$ cat src/rtl/dco_ctrl_enc.sv
// DCO upstream control: sequences the L/M/S capacitor bank modes, holds
// the bank tuning words, applies first-order sigma-delta dither on the
// tracking bank fraction and encodes each count onto the r_all/row/col
// matrix-select buses.

// Thermometer-to-matrix encoder for one KxK bank (combinational).
module dco_bank_enc #(
  parameter int K  = 16,
  parameter int NW = 9
) (
  input  logic [NW-1:0] cnt,
  output logic [K-1:0]  r_all,
  output logic [K-1:0]  row,
  output logic [K-1:0]  col
);
  logic [NW-1:0] q;
  logic [NW-1:0] r;

  assign q = cnt / NW'(K);
  assign r = cnt % NW'(K);

  genvar gi;
  generate
    for (gi = 0; gi < K; gi++) begin : g_line
      // full rows below q, partial row at q, r leading columns in that row
      assign r_all[gi] = (q > NW'(gi));
      assign row[gi]   = (q == NW'(gi)) && (r != '0);
      assign col[gi]   = (r > NW'(gi));
    end
  endgenerate
endmodule

module dco_ctrl_enc #(
  parameter int FRAC   = 4,
  parameter int L_INIT = 12,
  parameter int M_INIT = 128,
  parameter int S_INIT = 128
) (
  input  logic              clk,
  input  logic              rst,
  input  logic              en,
  input  logic [4:0]        pvt_word,
  input  logic              pvt_load,
  input  logic              pvt_done,
  input  logic [7:0]        acq_word,
  input  logic              acq_load,
  input  logic              acq_done,
  input  logic [8+FRAC-1:0] trk_word,
  input  logic              trk_load,
  input  logic              dith_en,
  output logic              dco_en,
  output logic [1:0]        mode,
  output logic [4:0]        c_l_r_all,
  output logic [4:0]        c_l_row,
  output logic [4:0]        c_l_col,
  output logic [15:0]       c_m_r_all,
  output logic [15:0]       c_m_row,
  output logic [15:0]       c_m_col,
  output logic [15:0]       c_s_r_all,
  output logic [15:0]       c_s_row,
  output logic [15:0]       c_s_col
);
  typedef enum logic [1:0] {ST_OFF = 2'd0, ST_PVT = 2'd1, ST_ACQ = 2'd2, ST_TRK = 2'd3} state_t;

  state_t          state_reg;
  logic            dco_en_reg;
  logic [4:0]      l_word_reg;
  logic [8:0]      m_word_reg;
  logic [7:0]      s_int_reg;
  logic [FRAC-1:0] s_frac_reg;
  logic [FRAC-1:0] acc_reg;
  logic            carry_reg;

  logic [4:0]      pvt_clamped;
  logic [FRAC:0]   dith_sum;
  logic [4:0]      l_cnt;
  logic [8:0]      m_cnt;
  logic [8:0]      s_cnt;
  logic [4:0]      l_r_all_next, l_row_next, l_col_next;
  logic [15:0]     m_r_all_next, m_row_next, m_col_next;
  logic [15:0]     s_r_all_next, s_row_next, s_col_next;

  assign pvt_clamped = (pvt_word > 5'd25) ? 5'd25 : pvt_word;
  assign dith_sum    = {1'b0, acc_reg} + {1'b0, s_frac_reg};

  // During reset the encoders see the INIT codes directly so the buses
  // settle one edge after rst, not two.
  assign l_cnt = rst ? 5'(L_INIT) : l_word_reg;
  assign m_cnt = rst ? 9'(M_INIT) : m_word_reg;
  assign s_cnt = rst ? 9'(S_INIT) : ({1'b0, s_int_reg} + {8'd0, carry_reg});

  dco_bank_enc #(.K(5),  .NW(5)) u_enc_l (.cnt(l_cnt), .r_all(l_r_all_next), .row(l_row_next), .col(l_col_next));
  dco_bank_enc #(.K(16), .NW(9)) u_enc_m (.cnt(m_cnt), .r_all(m_r_all_next), .row(m_row_next), .col(m_col_next));
  dco_bank_enc #(.K(16), .NW(9)) u_enc_s (.cnt(s_cnt), .r_all(s_r_all_next), .row(s_row_next), .col(s_col_next));

  // Mode FSM, word capture and dither accumulator.
  always_ff @(posedge clk) begin
    if (rst) begin
      state_reg  <= ST_OFF;
      dco_en_reg <= 1'b0;
      l_word_reg <= 5'(L_INIT);
      m_word_reg <= 9'(M_INIT);
      s_int_reg  <= 8'(S_INIT);
      s_frac_reg <= '0;
      acc_reg    <= '0;
      carry_reg  <= 1'b0;
    end else begin
      // carry is only live while dithering in TRK; acc holds otherwise
      carry_reg <= 1'b0;
      if (state_reg == ST_TRK && dith_en) begin
        {carry_reg, acc_reg} <= dith_sum;
      end
      if (state_reg == ST_PVT && pvt_load) l_word_reg <= pvt_clamped;
      if (state_reg == ST_ACQ && acq_load) m_word_reg <= {1'b0, acq_word};
      if (state_reg == ST_TRK && trk_load) {s_int_reg, s_frac_reg} <= trk_word;

      if (!en) begin
        state_reg  <= ST_OFF;
        dco_en_reg <= 1'b0;
      end else begin
        dco_en_reg <= 1'b1;
        case (state_reg)
          ST_OFF: begin
            state_reg  <= ST_PVT;
            l_word_reg <= 5'(L_INIT);
            m_word_reg <= 9'(M_INIT);
            s_int_reg  <= 8'(S_INIT);
            s_frac_reg <= '0;
            acc_reg    <= '0;
          end
          ST_PVT:  if (pvt_done) state_reg <= ST_ACQ;
          ST_ACQ:  if (acq_done) state_reg <= ST_TRK;
          default: state_reg <= ST_TRK;
        endcase
      end
    end
  end

  // Registered bus outputs: one-cycle pipeline behind the word registers.
  always_ff @(posedge clk) begin
    c_l_r_all <= l_r_all_next;
    c_l_row   <= l_row_next;
    c_l_col   <= l_col_next;
    c_m_r_all <= m_r_all_next;
    c_m_row   <= m_row_next;
    c_m_col   <= m_col_next;
    c_s_r_all <= s_r_all_next;
    c_s_row   <= s_row_next;
    c_s_col   <= s_col_next;
  end

  assign mode   = state_reg;
  assign dco_en = dco_en_reg;
endmodule

$ cat config.mk
export PLATFORM = sky130hd
export DESIGN_NAME = dco_ctrl_enc
export DESIGN_NICKNAME = d
export VERILOG_FILES = /design/src/rtl/dco_ctrl_enc.sv
export SDC_FILE = /design/constraint.sdc
export NUM_CORES = 1
export LEC_CHECK = 0
export ABC_CLOCK_PERIOD_IN_PS = 4400
export CORE_MARGIN = 3
export CORE_UTILIZATION = 45
export DETAILED_ROUTE_END_ITERATION = 10
export PLACE_DENSITY = 0.86
export SLEW_MARGIN = 20
export SYNTH_ARGS = -nofsm -noshare
export SYNTH_HDL_FRONTEND = slang
export SYNTH_HIERARCHICAL = 1
export SYNTH_SLANG_ARGS = --single-unit
export TNS_END_PERCENT = 1
$ cat constraint.sdc
create_clock -name clk -period 4.4 [get_ports clk]
set_input_delay 0.88 -clock clk [delete_from_list [all_inputs] [get_ports clk]]
set_output_delay 0.88 -clock clk [all_outputs]
set_load 0.005 [all_outputs]
==> results.tsv <==
metric	value	unit
status	completed	
Synth Area in Compound Gates	9.37	%
worst r2r path cells	7	
initial antenna violation count	0	
Layout area overhead	37.0	%
Max Freq	0.342	GHz
Detailed Place HPWL	8.23	mm
core area	11100	µm²
Placer Congestion	0.811	
worst vdd ir	0.207	mV
Final Cell Area	7230	µm²
input/output buffers	147	
routed len/inst	14.4	µm
worst flop-to-flop path startpoint	s_int_reg[0]	
commonest cells in the netlist	145 x dfxtp_1, 60 x nand2_1, 29 x nor2_1	
First-pass DRT Iterations	5	
initial DRC count	133	
ant diodes	0	
Adder-Cell Fraction of Synth Area	1.80	%
top-count cell post-synth	dfxtp_1	
Slew Viols, Final	0	
maximum clock path buffer count	2	
RSZ-0062 raised after global routing	false	
Max Clock Skew	0.0110	ns
top_reg_cell synth	dfxtp_1	
r2r setup slk	1.62	ns
final setup fails	0	
worst path required time	4.74	ns
DRC viols	0	
Post-synth EDFFs	0	
GRT Residual Overflow	0	
P per Cell Area	377	nW/µm²
hold-critical path depth	2	
worst-path fanout max	17	
Layout Utilization	64.9	%
first-pass GRT wire length	19.1	mm
dominant cells by area after synthesis	dfxtp_1 55%, nand2_1 4.3%, nand2b_1 2.6%, mux2i_1 2.5%, a21oi_1 2.2%	
Starting Density	47.4	%
share of the synthesized area in the top cell type	55.0	%
Synthesized Nets	569	
crit path DAT	3.26	ns
CTS tree	yes	
Startpoint Class	primary input	
vias in the first global route	4017	
Crit. End Element	flop	
Seq/Total Area, Yosys	55.0	%
final setup margin	1.48	ns
Leak	2.83	nW
die outline height	114	µm
crit path kind	primary input to flop	
vias after detailed routing	4000	
Global Route Usage Sum	18.3	%
die area	13100	µm²
Worst-path clk slew	0.06	ns
pre-CTS setup slack	1.08	ns
Hold Path Origin	l_word_reg[1]	
post-route ant nets	0	
number of synthesized register bits	145	
Final min period	2.92	ns
Slew HR	35.7	%
Synth Cell Area	5280	µm²
die width	114	µm
final WL	11.6	mm
largest net degree at the start of global routing	26	
root buf cell	clkbuf_16	
HP Class	flop to flop	
Synthesis Warnings	6	
max-cap viol count	0	
Row Count	38	
simple-gate share of the synthesized area	23.9	%
number of primary I/O pins	148	
later-pin clock latency in the skew report	0.41	ns
largest family of logic cells by synthesized area	simple AND/OR/NAND/NOR gates	
Cells after Synth	528	
area leader, netlist	dfxtp_1	
Synth async-reset ratio	0	%
Post-Synth XOR/XNOR Area	1.30	%
Vias per Instance	4.98	
CTS Hold Bufs	0	
syn_area_per_cell	9.99	µm²
Distinct cells, synth	54	
slew at the pin closest to its max-slew limit	0.963	ns
share of layout cells above drive strength 1	8.89	%
Setup Buffers After CTS	0	
dpl cell area	6680	µm²
CTS sink count	145	
Final period util	66.4	%
Hold Path Sink	l_word_reg[1]	
Final #Nets	693	
Fin Setup TNS	0	ns
CTS resizes	0	
final hold violations	0	
multiplexer share of the synthesized area	2.47	%
H-Tree Depth	4	
Worst R2R End	c_s_row[12]	
hold_ws	0.448	ns
cts bufs inserted	17	
-- critical path, stage by stage --
cell             delay (ns)
clkdlybuf4s50_1        0.60
buf_4                  0.30
nor2b_1                0.66
nor2b_4                0.31
nor2_1                 0.07
or3_1                  0.35
nand3b_1               0.08
-- through the flow --
stage,total power [W],std cells
final,0.00272,804
after global routing,0.00282,804
after global placement,0.00143,773
after floorplan,0.00139,528
after CTS,0.00275,804
after detailed placement,0.00143,773
-- metal layers --
metal	up-vias	global-route usage (%)	part of all wire, %	wire length, µm
met5	-	0	0	0
met4	0	5.78	1.1	125
met3	13	6.29	7.4	858
met2	129	31.2	49	5640
met1	1823	21.5	43	4980
li1	2035	-	-	-
-- how the worst max path moves through the flow --
stage,start,to,slack [ns],cells after the start
2_1_floorplan,rst,c_m_r_all[2],2.09,7
3_3_place_gp,rst,c_l_col[1],1.18,7
3_5_place_dp,rst,c_l_col[1],1.08,7
4_1_cts,rst,c_l_col[1],1.49,7
5_1_grt,rst,c_l_col[2],1.30,7
6_report,rst,c_l_col[1],1.48,7
-- where the power goes --
group | switching (W) | total (W) | internal (W)
Clock | 0.000542 | 0.00132 | 0.000777
Combinational | 0.0000322 | 0.0000790 | 0.0000468
Sequential | 0.00000494 | 0.00133 | 0.00132
-- kinds of logic (layout without fill, tap and decap cells) --
group	after synthesis	count (layout)
buffers and inverters	54	190
AOI/OAI and AO/OA	76	76
and+or+nand+nor	223	223
DFF	145	145
adders and majority gates	7	7
muxes	13	13
xor gates and xnor gates	7	7
other	3	3
-- cells in the final DEF (no fill, tap or decap), drive strengths merged, types with 2 or more instances in the layout --
cell type	netlist	routed
a21o	10	10
a21oi	24	24
a31o	4	4
a31oi	2	2
and3	6	6
and3b	2	2
buf	34	6
clkbuf	14	19
clkdlybuf4s50	0	147
clkinv	0	6
clkinvlp	0	3
conb	3	3
dfxtp	145	145
ha	6	6
inv	6	8
mux2i	13	13
nand2	60	60
nand2b	22	22
nand3	13	13
nand3b	6	6
nor2	29	29
nor2b	18	18
nor3	22	22
nor3b	4	4
nor4	16	16
nor4b	3	3
o21a	6	6
o21ai	14	14
o21bai	4	4
o31a	3	3
o31ai	3	3
or2	5	5
or3	9	9
or3b	5	5
xnor2	3	3
xor2	4	4
-- cell type report --
| class | count | area [µm²] |
|---|---|---|
| fill | 899 | 3900 |
| sequential | 145 | 2900 |
| multi-input combinational | 329 | 2060 |
| timing repair buffer | 153 | 1520 |
| clock buffer | 19 | 433 |
| tap | 140 | 175 |
| clock inverter | 12 | 111 |
| inverter | 6 | 22.5 |
Power figures use the tool's default switching activity.
